[src/rtl/interp_output_packer.sv]
// Rounds, shifts and clips rows of four signed samples into pixels, packs ROWS rows per
// block and hands blocks out through a two-entry ping-pong buffer. Optional: INTERP_PACKER_SAT_CNT_EN.
module interp_output_packer #(
   parameter int IN_W  = 14,
   parameter int OUT_W = 8,
   parameter int SHIFT = 6,
   parameter int ROWS  = 4
) (
   input  logic                      CLK,
   input  logic                      RST_ASYNC,
   input  logic                      CLEAR,
   input  logic                      IN_VALID,
   output logic                      IN_READY,
   input  logic signed [IN_W-1:0]    IN_S0,
   input  logic signed [IN_W-1:0]    IN_S1,
   input  logic signed [IN_W-1:0]    IN_S2,
   input  logic signed [IN_W-1:0]    IN_S3,
   output logic                      OUT_VALID,
   input  logic                      OUT_READY,
   output logic [ROWS*4*OUT_W-1:0]   OUT_BLOCK,
   output logic                      OUT_CLIP,
`ifdef INTERP_PACKER_SAT_CNT_EN
   output logic [15:0]               SAT_COUNT,
`endif
   output logic [1:0]                STATE_DBG
);

   // Handshakes: a transfer happens on a rising edge where valid && ready are both high
   // (and CLEAR is low); valid never depends combinationally on ready in this block.

   localparam int ROW_W = 4 * OUT_W;
   localparam int BLK_W = ROWS * ROW_W;
   localparam int CNT_W = (ROWS > 1) ? $clog2(ROWS) : 1;
   localparam int OFFSET = (1 << SHIFT) >> 1;
   localparam logic signed [IN_W:0] OFF_V = (IN_W+1)'(OFFSET);
   localparam logic signed [IN_W:0] MAX_R = (IN_W+1)'((1 << OUT_W) - 1);
   localparam logic [CNT_W-1:0] LAST_ROW = CNT_W'(ROWS - 1);

   typedef enum logic [1:0] {
      EMPTY = 2'd0,
      ONE   = 2'd1,
      TWO   = 2'd2
   } state_t;

   state_t           state_q, state_d;
   logic [CNT_W-1:0] row_cnt_q, row_cnt_d;
   logic             wr_ptr_q, wr_ptr_d;
   logic             rd_ptr_q, rd_ptr_d;
   logic [BLK_W-1:0] buf_q [2];
   logic [1:0]       clip_q;

   logic signed [IN_W-1:0] samp [4];
   logic signed [IN_W:0]   t_w  [4];
   logic signed [IN_W:0]   r_w  [4];
   logic [3:0]             clip_bits;
   logic [ROW_W-1:0]       row_word;
   logic                   row_clip;
   logic                   accept;
   logic                   out_hs;
   logic                   blk_done;
   logic                   first_row;

   assign samp[0] = IN_S0;
   assign samp[1] = IN_S1;
   assign samp[2] = IN_S2;
   assign samp[3] = IN_S3;

   // Column 0 lands in the most significant byte of the row word.
   always_comb begin
      row_word  = '0;
      clip_bits = '0;
      for (int c = 0; c < 4; c++) begin
         t_w[c] = $signed({samp[c][IN_W-1], samp[c]}) + OFF_V;
         r_w[c] = t_w[c] >>> SHIFT;
         if (r_w[c][IN_W]) begin
            row_word[(4-c)*OUT_W-1 -: OUT_W] = '0;
            clip_bits[c] = 1'b1;
         end else if (r_w[c] > MAX_R) begin
            row_word[(4-c)*OUT_W-1 -: OUT_W] = '1;
            clip_bits[c] = 1'b1;
         end else begin
            row_word[(4-c)*OUT_W-1 -: OUT_W] = r_w[c][OUT_W-1:0];
         end
      end
   end

   assign row_clip  = |clip_bits;
   assign IN_READY  = (state_q != TWO);
   assign OUT_VALID = (state_q != EMPTY);
   assign accept    = IN_VALID && IN_READY && !CLEAR;
   assign out_hs    = OUT_VALID && OUT_READY && !CLEAR;
   assign first_row = (row_cnt_q == '0);
   assign blk_done  = accept && (row_cnt_q == LAST_ROW);
   assign OUT_BLOCK = buf_q[rd_ptr_q];
   assign OUT_CLIP  = clip_q[rd_ptr_q];
   assign STATE_DBG = state_q;

   always_ff @(posedge CLK or posedge RST_ASYNC) begin
      if (RST_ASYNC) begin
         state_q   <= EMPTY;
         row_cnt_q <= '0;
         wr_ptr_q  <= 1'b0;
         rd_ptr_q  <= 1'b0;
      end else begin
         state_q   <= state_d;
         row_cnt_q <= row_cnt_d;
         wr_ptr_q  <= wr_ptr_d;
         rd_ptr_q  <= rd_ptr_d;
      end
   end

   always_comb begin
      state_d   = state_q;
      row_cnt_d = row_cnt_q;
      wr_ptr_d  = wr_ptr_q;
      rd_ptr_d  = rd_ptr_q;
      if (CLEAR) begin
         state_d   = EMPTY;
         row_cnt_d = '0;
         wr_ptr_d  = 1'b0;
         rd_ptr_d  = 1'b0;
      end else begin
         if (accept) begin
            row_cnt_d = (row_cnt_q == LAST_ROW) ? '0 : row_cnt_q + 1'b1;
         end
         if (blk_done) begin
            wr_ptr_d = ~wr_ptr_q;
         end
         if (out_hs) begin
            rd_ptr_d = ~rd_ptr_q;
         end
         case ({blk_done, out_hs})
            2'b10: begin
               case (state_q)
                  EMPTY:   state_d = ONE;
                  ONE:     state_d = TWO;
                  default: state_d = state_q;
               endcase
            end
            2'b01: begin
               case (state_q)
                  TWO:     state_d = ONE;
                  ONE:     state_d = EMPTY;
                  default: state_d = state_q;
               endcase
            end
            default: state_d = state_q;
         endcase
      end
   end

   // The fill buffer never aliases the presented one while OUT_VALID is high.
   always_ff @(posedge CLK or posedge RST_ASYNC) begin
      if (RST_ASYNC) begin
         buf_q[0] <= '0;
         buf_q[1] <= '0;
         clip_q   <= '0;
      end else if (accept) begin
         for (int r = 0; r < ROWS; r++) begin
            if (row_cnt_q == CNT_W'(r)) begin
               buf_q[wr_ptr_q][BLK_W-1-r*ROW_W -: ROW_W] <= row_word;
            end
         end
         clip_q[wr_ptr_q] <= first_row ? row_clip : (clip_q[wr_ptr_q] | row_clip);
      end
   end

`ifdef INTERP_PACKER_SAT_CNT_EN
   logic [15:0] sat_q;
   logic [2:0]  n_clip;
   logic [16:0] sat_sum;

   assign n_clip  = 3'(clip_bits[0]) + 3'(clip_bits[1]) + 3'(clip_bits[2]) + 3'(clip_bits[3]);
   assign sat_sum = {1'b0, sat_q} + 17'(n_clip);
   assign SAT_COUNT = sat_q;

   always_ff @(posedge CLK or posedge RST_ASYNC) begin
      if (RST_ASYNC) begin
         sat_q <= '0;
      end else if (CLEAR) begin
         sat_q <= '0;
      end else if (accept) begin
         sat_q <= sat_sum[16] ? 16'hFFFF : sat_sum[15:0];
      end
   end
`else
   // No clip statistics in this build.
`endif

endmodule

[config.mk]
export PLATFORM = sky130hd
export DESIGN_NAME = interp_output_packer
export DESIGN_NICKNAME = d
export VERILOG_FILES = /design/src/rtl/interp_output_packer.sv
export SDC_FILE = /design/constraint.sdc
export NUM_CORES = 1
export LEC_CHECK = 0
export ABC_AREA = 1
export ABC_CLOCK_PERIOD_IN_PS = 8500
export BUFFER_PORTS_ARGS = -buffer_cell sky130_fd_sc_hd__buf_2
export CAP_MARGIN = 20
export CORE_ASPECT_RATIO = 1.2
export CORE_MARGIN = 2
export CORE_UTILIZATION = 53
export CTS_BUF_LIST = sky130_fd_sc_hd__clkbuf_8
export CTS_CLUSTER_DIAMETER = 30
export CTS_CLUSTER_SIZE = 25
export DETAILED_ROUTE_END_ITERATION = 10
export PLACE_DENSITY = 0.84
export RECOVER_POWER = 25
export SLEW_MARGIN = 20
export SYNTH_ARGS = -nofsm -noshare
export SYNTH_HDL_FRONTEND = slang
export SYNTH_SLANG_ARGS = --single-unit
[constraint.sdc]
create_clock -name CLK -period 8.5 [get_ports CLK]
set_clock_uncertainty 0.05 [all_clocks]
set_input_delay 0.85 -clock CLK [delete_from_list [all_inputs] [get_ports CLK]]
set_output_delay 0.85 -clock CLK [all_outputs]
set_load 0.01 [all_outputs]
==> results of run 1 <==
==> power by group through the flow <==
| stage | combinational [uW] | sequential, uW | clock [uW] |
|---|---|---|---|
| final | 580 | 1470 | 1250 |
| after global routing | 652 | 1490 | 1320 |
| after CTS | 583 | 1470 | 1270 |
| after detailed placement | 580 | 1490 | 0 |
| after global placement | 566 | 1480 | 0 |
| after floorplan | 372 | 1460 | 0 |
==> worst max-delay path: cells and delay by family, from the launching register on <==
family / cells / cell delay, ps
buffers and inverters: 3 / 1490
flip-flops: 1 / 750
AND/OR/NAND/NOR: 2 / 280
==> state kept, by name, indices dropped and copies added (netlist names) <==
| register | flops |
|---|---|
| STATE_DBG | 2 |
| clip_q | 2 |
| buf_q | 256 |
| wr_ptr_q | 1 |
| row_cnt_q | 2 |
| rd_ptr_q | 1 |
==> stage by stage <==
step	cells	power, uW	hold WS, ps
after floorplan	1505	1840	399
after global placement	1882	2050	412
after detailed placement	1882	2070	415
after CTS	1955	3320	389
after global routing	1956	3460	453
final	1956	3300	433
==> worst min path at each step <==
stage                          start         end  slack, ps
after detailed placement   buf_q[47]   buf_q[47]        410
after floorplan            buf_q[38]   buf_q[38]        400
final                     buf_q[102]  buf_q[102]        430
after global placement     buf_q[77]   buf_q[77]        410
after global routing      buf_q[109]  buf_q[109]        450
after CTS                  RST_ASYNC   buf_q[86]        390
==> metal layers <==
metal	wire length [um]	vias to the layer above	GRT usage, %
li1	-	5088	-
met1	13100	5019	35.1
met2	15500	403	44.9
met3	2030	77	4.05
met4	1100	0	11.0
met5	0	-	0
==> cells by family (layout without fill, tap and decap cells) <==
group | after synthesis | count (layout) | synth area share, %
AO/OA/AOI/OAI | 236 | 236 | 9.76
XOR/XNOR | 10 | 10 | 0.718
adder cells (fa/ha/maj) | 8 | 8 | 0.820
buffers and inverters | 129 | 301 | 5.69
flip-flops | 264 | 264 | 54.1
AND/OR/NAND/NOR | 858 | 858 | 28.9
==> cells in the final DEF (no fill, tap or decap), types with 8 or more instances in the layout <==
master	synthesis	layout
inv_1	36	40
dfrtp_1	264	263
nand4_1	14	14
nand3_1	52	53
nor2_1	15	15
inv_2	11	9
o21ai_1	115	115
ha_1	8	8
buf_2	16	172
o21ai_0	114	114
clkbuf_8	0	46
nand2_1	750	751
==> layout make-up <==
cell class | count | area (sq um) | share of cell area (%)
Inverter | 50 | 196 | 1.41
Tap cell | 279 | 349 | 2.51
Clock buffer | 46 | 633 | 4.55
Clock inverter | 27 | 339 | 2.43
Sequential cell | 264 | 6610 | 47.5
Timing Repair Buffer | 178 | 918 | 6.59
Multi-Input combinational cell | 1112 | 4880 | 35.1
==> results_dict.tcl, run 1 <==
set metrics [dict create \
    fill_cells 1936 \
    area_growth_pct 14.1 \
    drv_cap 1 \
    crit_required_ps 7600 \
    drtIter0Drc 1012 \
    placed_area_sq_um 13000 \
    min_path_type "flop to flop" \
    grt_pass1_vias 10200 \
    grt_use_total_pct 26.8 \
    rows 60 \
    setup_viol 0 \
    ys_types 34 \
    synth_top_cells_by_area "dfrtp_1 (54%), nand2_1 (23%), o21ai_1 (4.7%)" \
    fmax_ghz 0.241 \
    synth_area_sq_um 12200 \
    dp_hpwl_mm 20.0 \
    cts_buffers 40 \
    drt-wirelength-per-cell_um 16.2 \
    viasPerCell 5.41 \
    final_util_pct 61.8 \
    slew_headroom_pct -200 \
    reg2regPathDepth 4 \
    end_kind "primary output" \
    antenna_found_initial 0 \
    dieArea_sq_um 24300 \
    r2r_end "rd_ptr_q" \
    synth_ff_type "dfrtp_1" \
    worstPathArrival_ps 3260 \
    cts_tree "built" \
    synth-seq-area-share_pct 54.1 \
    synth-edff-count 0 \
    path_class "flop to primary output" \
    drt-pass1-iter-count 5 \
    grt_max_degree 103 \
    syn_nets 1574 \
    yosysMostFrequentCell "nand2_1" \
    crit_fanout 83 \
    status "finished with violations" \
    grt_pass1_wl_mm 51.6 \
    drive_above_1_share_pct 16.8 \
    port_buffers 173 \
    ioPinCount 194 \
    netSwitchingFraction_pct 29.8 \
    path_common_cell "nand2_1" \
    clk_latency_ps 540 \
    cts_root_buffer "clkbuf_8" \
    synth_top_area_share_pct 54.1 \
    core_sq_um 22500 \
    ant_nets 0 \
    power.share.clock_pct 37.9 \
    htree_levels 2 \
    nets 1715 \
    crit_path_end "OUT_BLOCK[92]" \
    finalMaxSlewViolations 103 \
    holdPathStages 2 \
    yosysWarnings 0 \
    seqPwrFrac_pct 44.6 \
    diodes 0 \
    fin_crit_ps 4160 \
    place_congestion 0.821 \
    post-route-period-util_pct 48.9 \
    synth_area_leader_cell "dfrtp_1" \
    p_leak_uw 0.00755 \
    clkSinkCount 264 \
    slowest_delay_ps 820 \
    cp_cell_sequence "inv_4 -> buf_4 -> nand2_1 -> nand2_1 -> buf_2" \
    reg2reg_slack_ps 5760 \
    peakVddDrop_mv 0.183 \
    pre_cts_ws_ps 5010 \
    drc 0 \
    cp-start-kind "flop" \
    tightestPinTransition_ps 4480 \
    worst_slack_ps 4340 \
    post-cts-setup-buffers 0 \
    die_h_um 170 \
    drt_wl_total_mm 31.7 \
    switchingPower_uw 984 \
    clk_pin_slew_ps 70 \
    die_x_um 143 \
    slowest_stage "buf_4" \
    start_util_pct 54.2 \
    critPathLaunch "rd_ptr_q" \
    clk_path_buf_depth 3 \
    setup_tns_ps 0 \
    synth_common_cells "nand2_1 (750), dfrtp_1 (264), o21ai_1 (115)" \
    async_flop_share_pct 100 \
    dr_total_vias 10600 \
    rsz0062_at_grt "no" \
    p_per_area_nw_per_um2 237 \
    r2r_start "rd_ptr_q" \
    combPwrFrac_pct 17.6 \
    synthCells 1505 \
    finalHoldViolCount 0 \
    ys_seq_elements 264 \
    internal_power_uw 2320 \
    cts.repair.resized 0 \
    failed_checks "capacitance limit, slew limit" \
    final_area_sq_um 13900 \
    syn-mean-instance-area_sq_um 8.11 \
    cts_hold_buffers 0 \
    gr-total-overflow 0 \
]
Power figures use the tool's default switching activity.
==> inputs of run 2 (changes only) <==
- ABC_CLOCK_PERIOD_IN_PS: 8500 -> 4080
- CORE_UTILIZATION: 53 -> 55
- clock period: 8.5 -> 4.08 ns (I/O delays scaled with it)
==> run 2 against run 1 <==
The flow still finishes with violations (capacitance limit, slew limit). Core utilization rose by 2.5 points. Non-clock buffer count rose by 3. Register-to-register slack got worse by 4000 ps. Critical path type unchanged.
==> results_dict.tcl, run 2 (synthesis results as in run 1) <==
set metrics [dict create \
    area_growth_pct 14.4 \
    rows 59 \
    critPathLaunch "rd_ptr_q" \
    dr_total_vias 10600 \
    final_common_cell "nand2_1" \
    rsz0062_at_grt "no" \
    drv_cap 1 \
    worst_slack_ps 824 \
    setup_viol 0 \
    combPwrFrac_pct 17.5 \
    grt_pass1_vias 9953 \
    cts_tree "built" \
    clkSinkCount 264 \
    finalMaxSlewViolations 134 \
    post-route-period-util_pct 79.8 \
    fin_crit_ps 3260 \
    dp_hpwl_mm 19.8 \
    worst-path-buf-inv 3 \
    drt-pass1-iter-count 5 \
    switchingPower_uw 2140 \
    port_buffers 173 \
    netSwitchingFraction_pct 31.1 \
    drt-wirelength-per-cell_um 15.8 \
    status "finished with violations" \
    cts_root_buffer "clkbuf_8" \
    setup_tns_ps 0 \
    cp-start-kind "flop" \
    core_sq_um 21700 \
    internal_power_uw 4750 \
    finalHoldViolCount 0 \
    crit_family "buffers and inverters" \
    drc 0 \
    fmax_ghz 0.307 \
    hold_start "CLEAR" \
    path_class "flop to primary output" \
    path_common_cell "nand2_1" \
    top_register "buf_q" \
    clk_path_buf_depth 3 \
    peakVddDrop_mv 0.302 \
    largest_reg_flops 256 \
    power.share.clock_pct 38.1 \
    slowest_stage "dfrtp_4" \
    clk_latency_ps 540 \
    crit_required_ps 3620 \
    drtIter0Drc 842 \
    diodes 0 \
    end_kind "primary output" \
    nets 1719 \
    grt_use_total_pct 26.5 \
    drive_above_1_share_pct 17.3 \
    viasPerCell 5.42 \
    die_h_um 167 \
    grt_pass1_wl_mm 50.1 \
    p_leak_uw 0.00755 \
    slowest_delay_ps 750 \
    tightestPinTransition_ps 1810 \
    crit_fanout 71 \
    failed_checks "capacitance limit, slew limit" \
    worstPathArrival_ps 2800 \
    dieArea_sq_um 23400 \
    grt_max_degree 134 \
    p_per_area_nw_per_um2 493 \
    seqPwrFrac_pct 44.4 \
    pre_cts_ws_ps 1430 \
    start_util_pct 56.2 \
    gr-total-overflow 0 \
    cts_buffers 41 \
    min_path_type "input pin to flop" \
    r2r_start "STATE_DBG[0]" \
    clk_pin_slew_ps 60 \
    htree_levels 2 \
    final_cell_mix "nand2_1 (751), dfrtp_1 (263), buf_2 (172), o21ai_1 (115), o21ai_0 (114)" \
    ant_nets 0 \
    drt_wl_total_mm 31.0 \
    fill_cells 1860 \
    cp_cell_sequence "inv_4 -> buf_4 -> nand2_1 -> nand2_1 -> buf_2" \
    cts.repair.resized 0 \
    place_congestion 0.821 \
    die_x_um 140 \
    slew_headroom_pct -20.8 \
    antenna_found_initial 0 \
    ioPinCount 194 \
]
[run 2: timing repair]
item	4_1_cts	5_1_grt
buffers inserted	0	0
hold buffers	1	0
endpoints found under the hold margin	7	0
[run 2: final timing paths]
kind	to	slack (ps)	depth (start not counted)
max	OUT_BLOCK[11]	820	5
min	rd_ptr_q	160	4
max reg2reg	buf_q[54]	1730	8
min reg2reg	buf_q[239]	430	2
max in group asynchronous	rd_ptr_q	1290	4
min in group asynchronous	buf_q[58]	310	3
[run 2: final cells by class]
type | count | area [sq um] | share of cell area (%)
Tap cell | 274 | 343 | 2.45
Timing Repair Buffer | 181 | 927 | 6.64
Multi-Input combinational cell | 1112 | 4890 | 35.1
Sequential cell | 264 | 6610 | 47.3
Clock inverter | 30 | 360 | 2.58
Inverter | 50 | 196 | 1.41
Clock buffer | 46 | 633 | 4.53
[run 2: power by group through the flow]
stage,combinational [uW],clock [uW],sequential (uW)
after floorplan,775,0,3050
after global placement,1180,0,3090
after detailed placement,1210,0,3100
after CTS,1220,2660,3060
after global routing,1350,2780,3090
final,1210,2630,3060
[run 2: routing by layer]
layer	wire length [um]	vias to the layer above	track usage (%)	part of all wire, %
met2	14900	391	42.9	48
li1	-	5087	-	-
met1	12900	5052	35.7	42
met5	0	-	0	0
met4	1220	0	11.1	3.9
met3	2020	81	4.43	6.5
[run 2: per-stage QoR]
step                      std cells  hold slack, ps  util [%]  power (uW)  cell area, sq um
final                          1957             163      64.3        6890             14000
after global routing           1957             189      64.3        7220             14000
after CTS                      1957             134      64.5        6930             14000
after detailed placement       1880             310      59.8        4310             13000
after global placement         1880             306      59.8        4270             13000
after floorplan                1505             399         -        3830             12200
[run 2: worst register-to-register path, delay by kind of cell (launching register included)]
family,cells,cell delay (ps)
flip-flops,1,390
AND/OR/NAND/NOR,4,500
AO/OA/AOI/OAI,1,260
buffers and inverters,3,980
